==> src/rtl/bus_if_types_pkg.sv <==
// Shared bus field types plus the arbiter's owner and state encodings.
package bus_if_types_pkg;

  typedef enum logic {READ = 1'b0, WRITE = 1'b1} ttype_e;
  typedef enum logic [1:0] {BYTE = 2'd0, HALF = 2'd1, WORD = 2'd2} tsize_e;

  typedef enum logic [1:0] {OWN_NONE = 2'd0, OWN_I = 2'd1, OWN_D = 2'd2} bus_owner_e;
  typedef enum logic [1:0] {IDLE = 2'd0, GNT_I = 2'd1, GNT_D = 2'd2} arb_state_e;

  function automatic arb_state_e grant_of(input bus_owner_e o);
    case (o)
      OWN_I:   grant_of = GNT_I;
      OWN_D:   grant_of = GNT_D;
      default: grant_of = IDLE;
    endcase
  endfunction

endpackage

==> src/rtl/master_bus_if.sv <==
// Core-side bus bundle; the master modport drives the request fields, the slave answers.
interface master_bus_if;
  import bus_if_types_pkg::*;

  logic        breq;
  logic        bstart;
  ttype_e      ttype;
  tsize_e      tsize;
  logic [31:0] addr;
  logic [31:0] wdata;
  logic [31:0] rdata;
  logic        bdone;

  modport master (output breq, bstart, ttype, tsize, addr, wdata, input rdata, bdone);
  modport slave  (input breq, bstart, ttype, tsize, addr, wdata, output rdata, bdone);

endinterface

==> src/rtl/rr_pick2.sv <==
// Combinational two-way round-robin picker; req[0] is ibus, req[1] is dbus.
module rr_pick2
  import bus_if_types_pkg::*;
#(
  parameter bit DBUS_FIRST = 1'b1
) (
  input  logic [1:0] req,
  input  bus_owner_e last,
  output bus_owner_e pick
);

  always_comb begin
    pick = OWN_NONE;
    case (req)
      2'b01: pick = OWN_I;
      2'b10: pick = OWN_D;
      2'b11: begin
        // Favour whoever was not served last; with no history fall back to the tie-break.
        if (last == OWN_I)      pick = OWN_D;
        else if (last == OWN_D) pick = OWN_I;
        else                    pick = DBUS_FIRST ? OWN_D : OWN_I;
      end
      default: pick = OWN_NONE;
    endcase
  end

endmodule

==> src/rtl/bus_arbiter_2m.sv <==
// Merges ibus and dbus onto one shared bus with transfer-atomic round-robin ownership.
module bus_arbiter_2m
  import bus_if_types_pkg::*;
#(
  parameter bit DBUS_FIRST = 1'b1
) (
  input  logic       clk,
  input  logic       rst_n,
  master_bus_if.slave  ibus_s,
  master_bus_if.slave  dbus_s,
  master_bus_if.master sbus,
  output bus_owner_e owner
);

  arb_state_e state;
  bus_owner_e last;
  bus_owner_e pick_last;
  bus_owner_e pick;
  logic       req_i;
  logic       req_d;

  assign req_i = ibus_s.breq & ibus_s.bstart;
  assign req_d = dbus_s.breq & dbus_s.bstart;

  // While granted, the current owner counts as "last" so completion hands off to the other master.
  always_comb begin
    case (state)
      GNT_I:   pick_last = OWN_I;
      GNT_D:   pick_last = OWN_D;
      default: pick_last = last;
    endcase
  end

  rr_pick2 #(.DBUS_FIRST(DBUS_FIRST)) u_pick (
    .req  ({req_d, req_i}),
    .last (pick_last),
    .pick (pick)
  );

  always_ff @(posedge clk or negedge rst_n) begin
    if (!rst_n) begin
      state <= IDLE;
      owner <= OWN_NONE;
      last  <= DBUS_FIRST ? OWN_I : OWN_D;
    end else begin
      case (state)
        IDLE: begin
          state <= grant_of(pick);
          owner <= pick;
        end
        GNT_I, GNT_D: begin
          if (sbus.bdone) begin
            last  <= pick_last;
            state <= grant_of(pick);
            owner <= pick;
          end
        end
        default: begin
          state <= IDLE;
          owner <= OWN_NONE;
        end
      endcase
    end
  end

  always_comb begin
    sbus.breq     = 1'b0;
    sbus.bstart   = 1'b0;
    sbus.ttype    = READ;
    sbus.tsize    = WORD;
    sbus.addr     = '0;
    sbus.wdata    = '0;
    ibus_s.bdone  = 1'b0;
    dbus_s.bdone  = 1'b0;
    case (state)
      GNT_I: begin
        sbus.breq    = ibus_s.breq;
        sbus.bstart  = ibus_s.bstart;
        sbus.ttype   = ibus_s.ttype;
        sbus.tsize   = ibus_s.tsize;
        sbus.addr    = ibus_s.addr;
        sbus.wdata   = ibus_s.wdata;
        ibus_s.bdone = sbus.bdone;
      end
      GNT_D: begin
        sbus.breq    = dbus_s.breq;
        sbus.bstart  = dbus_s.bstart;
        sbus.ttype   = dbus_s.ttype;
        sbus.tsize   = dbus_s.tsize;
        sbus.addr    = dbus_s.addr;
        sbus.wdata   = dbus_s.wdata;
        dbus_s.bdone = sbus.bdone;
      end
      default: ;
    endcase
  end

  // Read data is broadcast; each master qualifies it with its own bdone.
  assign ibus_s.rdata = sbus.rdata;
  assign dbus_s.rdata = sbus.rdata;

endmodule

==> src/flat_wrapper.sv <==
// flat-port wrapper written by rule: the top's interface ports become plain ports
module bus_arbiter_2m_flat import bus_if_types_pkg::*;
#(
  parameter bit DBUS_FIRST = 1'b1
)
  (clk, rst_n, owner, ibus_s_breq, ibus_s_bstart, ibus_s_ttype, ibus_s_tsize, ibus_s_addr, ibus_s_wdata, ibus_s_rdata, ibus_s_bdone, dbus_s_breq, dbus_s_bstart, dbus_s_ttype, dbus_s_tsize, dbus_s_addr, dbus_s_wdata, dbus_s_rdata, dbus_s_bdone, sbus_breq, sbus_bstart, sbus_ttype, sbus_tsize, sbus_addr, sbus_wdata, sbus_rdata, sbus_bdone);
  master_bus_if ibus_s_i ();
  master_bus_if dbus_s_i ();
  master_bus_if sbus_i ();
  input  logic clk;
  input  logic rst_n;
  output bus_owner_e owner;
  input wire logic [$bits(ibus_s_i.breq)-1:0] ibus_s_breq;
  input wire logic [$bits(ibus_s_i.bstart)-1:0] ibus_s_bstart;
  input wire logic [$bits(ibus_s_i.ttype)-1:0] ibus_s_ttype;
  input wire logic [$bits(ibus_s_i.tsize)-1:0] ibus_s_tsize;
  input wire logic [$bits(ibus_s_i.addr)-1:0] ibus_s_addr;
  input wire logic [$bits(ibus_s_i.wdata)-1:0] ibus_s_wdata;
  output wire logic [$bits(ibus_s_i.rdata)-1:0] ibus_s_rdata;
  output wire logic [$bits(ibus_s_i.bdone)-1:0] ibus_s_bdone;
  input wire logic [$bits(dbus_s_i.breq)-1:0] dbus_s_breq;
  input wire logic [$bits(dbus_s_i.bstart)-1:0] dbus_s_bstart;
  input wire logic [$bits(dbus_s_i.ttype)-1:0] dbus_s_ttype;
  input wire logic [$bits(dbus_s_i.tsize)-1:0] dbus_s_tsize;
  input wire logic [$bits(dbus_s_i.addr)-1:0] dbus_s_addr;
  input wire logic [$bits(dbus_s_i.wdata)-1:0] dbus_s_wdata;
  output wire logic [$bits(dbus_s_i.rdata)-1:0] dbus_s_rdata;
  output wire logic [$bits(dbus_s_i.bdone)-1:0] dbus_s_bdone;
  output wire logic [$bits(sbus_i.breq)-1:0] sbus_breq;
  output wire logic [$bits(sbus_i.bstart)-1:0] sbus_bstart;
  output wire logic [$bits(sbus_i.ttype)-1:0] sbus_ttype;
  output wire logic [$bits(sbus_i.tsize)-1:0] sbus_tsize;
  output wire logic [$bits(sbus_i.addr)-1:0] sbus_addr;
  output wire logic [$bits(sbus_i.wdata)-1:0] sbus_wdata;
  input wire logic [$bits(sbus_i.rdata)-1:0] sbus_rdata;
  input wire logic [$bits(sbus_i.bdone)-1:0] sbus_bdone;
  assign ibus_s_i.breq = ibus_s_breq;
  assign ibus_s_i.bstart = ibus_s_bstart;
  assign ibus_s_i.ttype = ibus_s_ttype;
  assign ibus_s_i.tsize = ibus_s_tsize;
  assign ibus_s_i.addr = ibus_s_addr;
  assign ibus_s_i.wdata = ibus_s_wdata;
  assign ibus_s_rdata = ibus_s_i.rdata;
  assign ibus_s_bdone = ibus_s_i.bdone;
  assign dbus_s_i.breq = dbus_s_breq;
  assign dbus_s_i.bstart = dbus_s_bstart;
  assign dbus_s_i.ttype = dbus_s_ttype;
  assign dbus_s_i.tsize = dbus_s_tsize;
  assign dbus_s_i.addr = dbus_s_addr;
  assign dbus_s_i.wdata = dbus_s_wdata;
  assign dbus_s_rdata = dbus_s_i.rdata;
  assign dbus_s_bdone = dbus_s_i.bdone;
  assign sbus_breq = sbus_i.breq;
  assign sbus_bstart = sbus_i.bstart;
  assign sbus_ttype = sbus_i.ttype;
  assign sbus_tsize = sbus_i.tsize;
  assign sbus_addr = sbus_i.addr;
  assign sbus_wdata = sbus_i.wdata;
  assign sbus_i.rdata = sbus_rdata;
  assign sbus_i.bdone = sbus_bdone;
  bus_arbiter_2m #(.DBUS_FIRST(DBUS_FIRST)) u_core (.clk(clk), .rst_n(rst_n), .ibus_s(ibus_s_i), .dbus_s(dbus_s_i), .sbus(sbus_i), .owner(owner));
endmodule
==> config.mk <==
export PLATFORM = sky130hd
export DESIGN_NAME = bus_arbiter_2m_flat
export DESIGN_NICKNAME = d
export VERILOG_FILES = /design/src/rtl/bus_if_types_pkg.sv /design/src/rtl/master_bus_if.sv /design/src/rtl/rr_pick2.sv /design/src/rtl/bus_arbiter_2m.sv /design/src/flat_wrapper.sv
export SDC_FILE = /design/constraint.sdc
export NUM_CORES = 1
export LEC_CHECK = 0
export CELL_PAD_IN_SITES_DETAIL_PLACEMENT = 0
export CELL_PAD_IN_SITES_GLOBAL_PLACEMENT = 1
export CORE_UTILIZATION = 11
export CTS_BUF_LIST = sky130_fd_sc_hd__clkbuf_4
export DETAILED_ROUTE_END_ITERATION = 8
export GPL_ROUTABILITY_DRIVEN = 0
export GPL_TIMING_DRIVEN = 0
export PLACE_DENSITY_LB_ADDON = 0.05
export SETUP_SLACK_MARGIN = 0.05
export SLEW_MARGIN = 40
export SYNTH_ARGS = -nofsm -noshare
export SYNTH_HDL_FRONTEND = slang
export SYNTH_SLANG_ARGS = --single-unit
==> constraint.sdc <==
create_clock -name clk -period 2.95 [get_ports clk]
set_clock_uncertainty 0.15 [all_clocks]
set_input_delay 0.59 -clock clk [delete_from_list [all_inputs] [get_ports clk]]
set_output_delay 0.59 -clock clk [all_outputs]
set_load 0.01 [all_outputs]
==> results.toml <==
[timing]
timing.final.crit_period_ns = 2.82
finalCritPeriodShare_pct = 95.6
final_hold_viol_count = 0
setup_viol = 0
slew_violations = 0
finalWorstSetupSlack_ns = 0.130
clock.fmax_mhz = 355
worst_pin_slew_ns = 0.278
rsz0062_at_grt = "false"
tns_ns = 0
max_slew_margin_pct = 81.4

[synth]
synthCells = 184
synth_top_area_share_pct = 39.3
ys_warn_count = 0
ys_seq_area_share_pct = 10.0
synth.area.top_cells = "a22o_1, buf_4, dfrtp_1"
synth.ff_latch_count = 6
avgSynthCellArea_um2 = 8.23
synth_fp_nets = 360
synth_cell_type_count = 22
netlist_area_um2 = 1510
yosys.area.top_type = "a22o_1"

[pwr]
p_per_area_nw_per_um2 = 226
irDropWorstVdd_mv = 0.188
p_leak_uw = 0.00229

[clock_network]
numCtsBuffers = 3
cts_buffer_depth = 2
cts.sinks = 6
clock_latency_ns = 0.25
ctsRootBufferMaster = "clkbuf_4"
clk_pin_slew_worst_paths_ns = 0.05
cts_max_level = 1
cts_hold_buf = 0
cts_tree = "built"

[setup_path]
r2r_slack_ns = 1.17
cpPeakStageDelay_ns = 0.40
critPathCaptureType = "output port"
crit_family = "buffers and inverters"
worst-setup-path-type = "reg -> out"
crit_fanout = 10
arrival_ns = 2.08
critPathLaunchType = "flip-flop"
required_ns = 2.21
slowest_stage = "dfrtp_1"
critPathBufInv = 5
path_cells = "buf_4 > ha_2 > nor2b_2 > clkbuf_8 > buf_8 > buf_6 > a22o_1 > dlygate4sd2_1"

[grt]
use_met3_pct = 2.30
use_met1_pct = 15.6
grt_busiest_layer = "met2"
grt_usage_pct = 14.5
grt_pass1_wl_um = 15400
grt_overflow = 0
grt_antenna_before_repair = 0
grt_util_met2_pct = 29.3
grt_pass1_vias = 2362
grt_max_degree = 11

[placement]
post-place-ws_ns = -0.220
hpwl_um = 9910
port_buffers = 277
placed_cells = 637

[floorplan]
die_w_um = 119
fp.dieH_um = 119
start_util_pct = 11.3
core_um2 = 13300
std_cell_rows = 42
die-area_um2 = 14200
io_pins = 310

[status]
status = "complete, no violations"

[detailed_routing]
wl_um = 11100
initialDrtViolationCount = 53
drtPass1Iterations = 4
drc = 0
ant_nets = 0
viasPerCell = 3.73
vias = 2407
wl_per_cell_um = 17.2

[job]
drv_cap = 0

[cells_and_area]
fin_cells = 645
fin_util_pct = 34.6
area_growth_syn_to_layout_pct = 205
fin_nets = 645
drive_gt1_share_pct = 20.1

[min_path]
worstHoldPathType = "reg -> reg"
[sequential cells by signal, summed over array words and instances, names as in the netlist]
signal,flops
u_core.last,2
u_core.owner,2
u_core.state,2
[worst register-to-register path: stages (launching register included)]
cell	delay, ns
dfrtp_1	0.40
inv_1	0.11
ha_4	0.23
or3b_1	0.40
a311o_1	0.35
nand2_1	0.08
[cells in the final DEF (no fill, tap or decap), drive strengths merged]
cell and count:
clkdlybuf4s50 209, buf 80, a22o 68, dlygate4sd2 60
dlymetal6s2s 8, nand2 7, clkbuf 7, dfrtp 5
and2 3, ha 3, inv 2, nand2b 2
mux2 2, o21ai 2, nor2b 2, diode 1
a221o 1, nor2 1, nand3b 1, or3b 1
o21bai 1, a311o 1, a21oi 1, dfstp 1
[cell usage after synthesis (all sizes together)]
master / number
o21ai: 2
o21bai: 1
nand2b: 2
buf: 75
ha: 3
clkbuf: 5
inv: 2
dfrtp: 5
nor2: 1
and2: 3
a311o: 1
nand3b: 1
or3b: 1
a221o: 1
nand2: 7
a22o: 68
a21oi: 1
dfstp: 1
mux2: 2
nor2b: 2
[where the power goes]
| part | switching, uW | total (uW) | internal [uW] |
|---|---|---|---|
| clock | 31.9 | 92.5 | 60.6 |
| combinational | 299 | 833 | 534 |
| sequential | 11.5 | 116 | 104 |
[final cells by class]
cell class                 instances  area, um^2
fill                            1399        8730
timing repair buffer             280        2740
multi-input combinational         96         806
buffer                            80         654
tap                              176         220
sequential                         6         153
clock buffer                       4        30.0
inverter                           2        7.51
antenna                            1        2.50
[layer usage]
metal | part of all wire, % | wire length, um | up-vias
li1 | - | - | 1193
met1 | 36 | 3970 | 1074
met2 | 56 | 6240 | 128
met3 | 6.8 | 752 | 12
met4 | 1.3 | 144 | 0
met5 | 0 | 0 | -
[cell families after synthesis]
logic type      count (synthesis)  synth area share, %
fa+ha+maj                       3                 2.48
flops                           6                 10.0
mux                             2                 1.49
simple gates                   17                 5.95
compound gates                 74                 42.1
buf+inv                        82                 37.9
[path summary, 6_finish.rpt]
path                                  from               to  cells after the start
setup / recovery           u_core.state[0]    sbus_addr[14]                      8
hold / removal             u_core.owner[0]  u_core.owner[0]                      2
setup reg to reg           u_core.state[0]  u_core.state[0]                      5
hold reg to reg            u_core.owner[0]  u_core.owner[0]                      2
max in group asynchronous            rst_n   u_core.last[0]                      1
min in group asynchronous            rst_n  u_core.owner[1]                      1
[metrics by stage]
stage | cell area [um^2] | total power (uW) | hold slack (ns)
2_1_floorplan | 1510 | 447 | 0.144
3_3_place_gp | 4510 | 983 | 0.316
3_5_place_dp | 4510 | 977 | 0.320
4_1_cts | 4550 | 1050 | 0.341
5_1_grt | 4610 | 1110 | 0.350
6_report | 4610 | 1040 | 0.337
[repair_timing]
action	4_1_cts	5_1_grt
setup buffers	0	3
resized for setup	89	16
gates cloned	0	0
endpoints found under the hold margin	0	0
endpoints found under the setup margin	68	15
No activity file was read; power rests on OpenSTA's default activity.
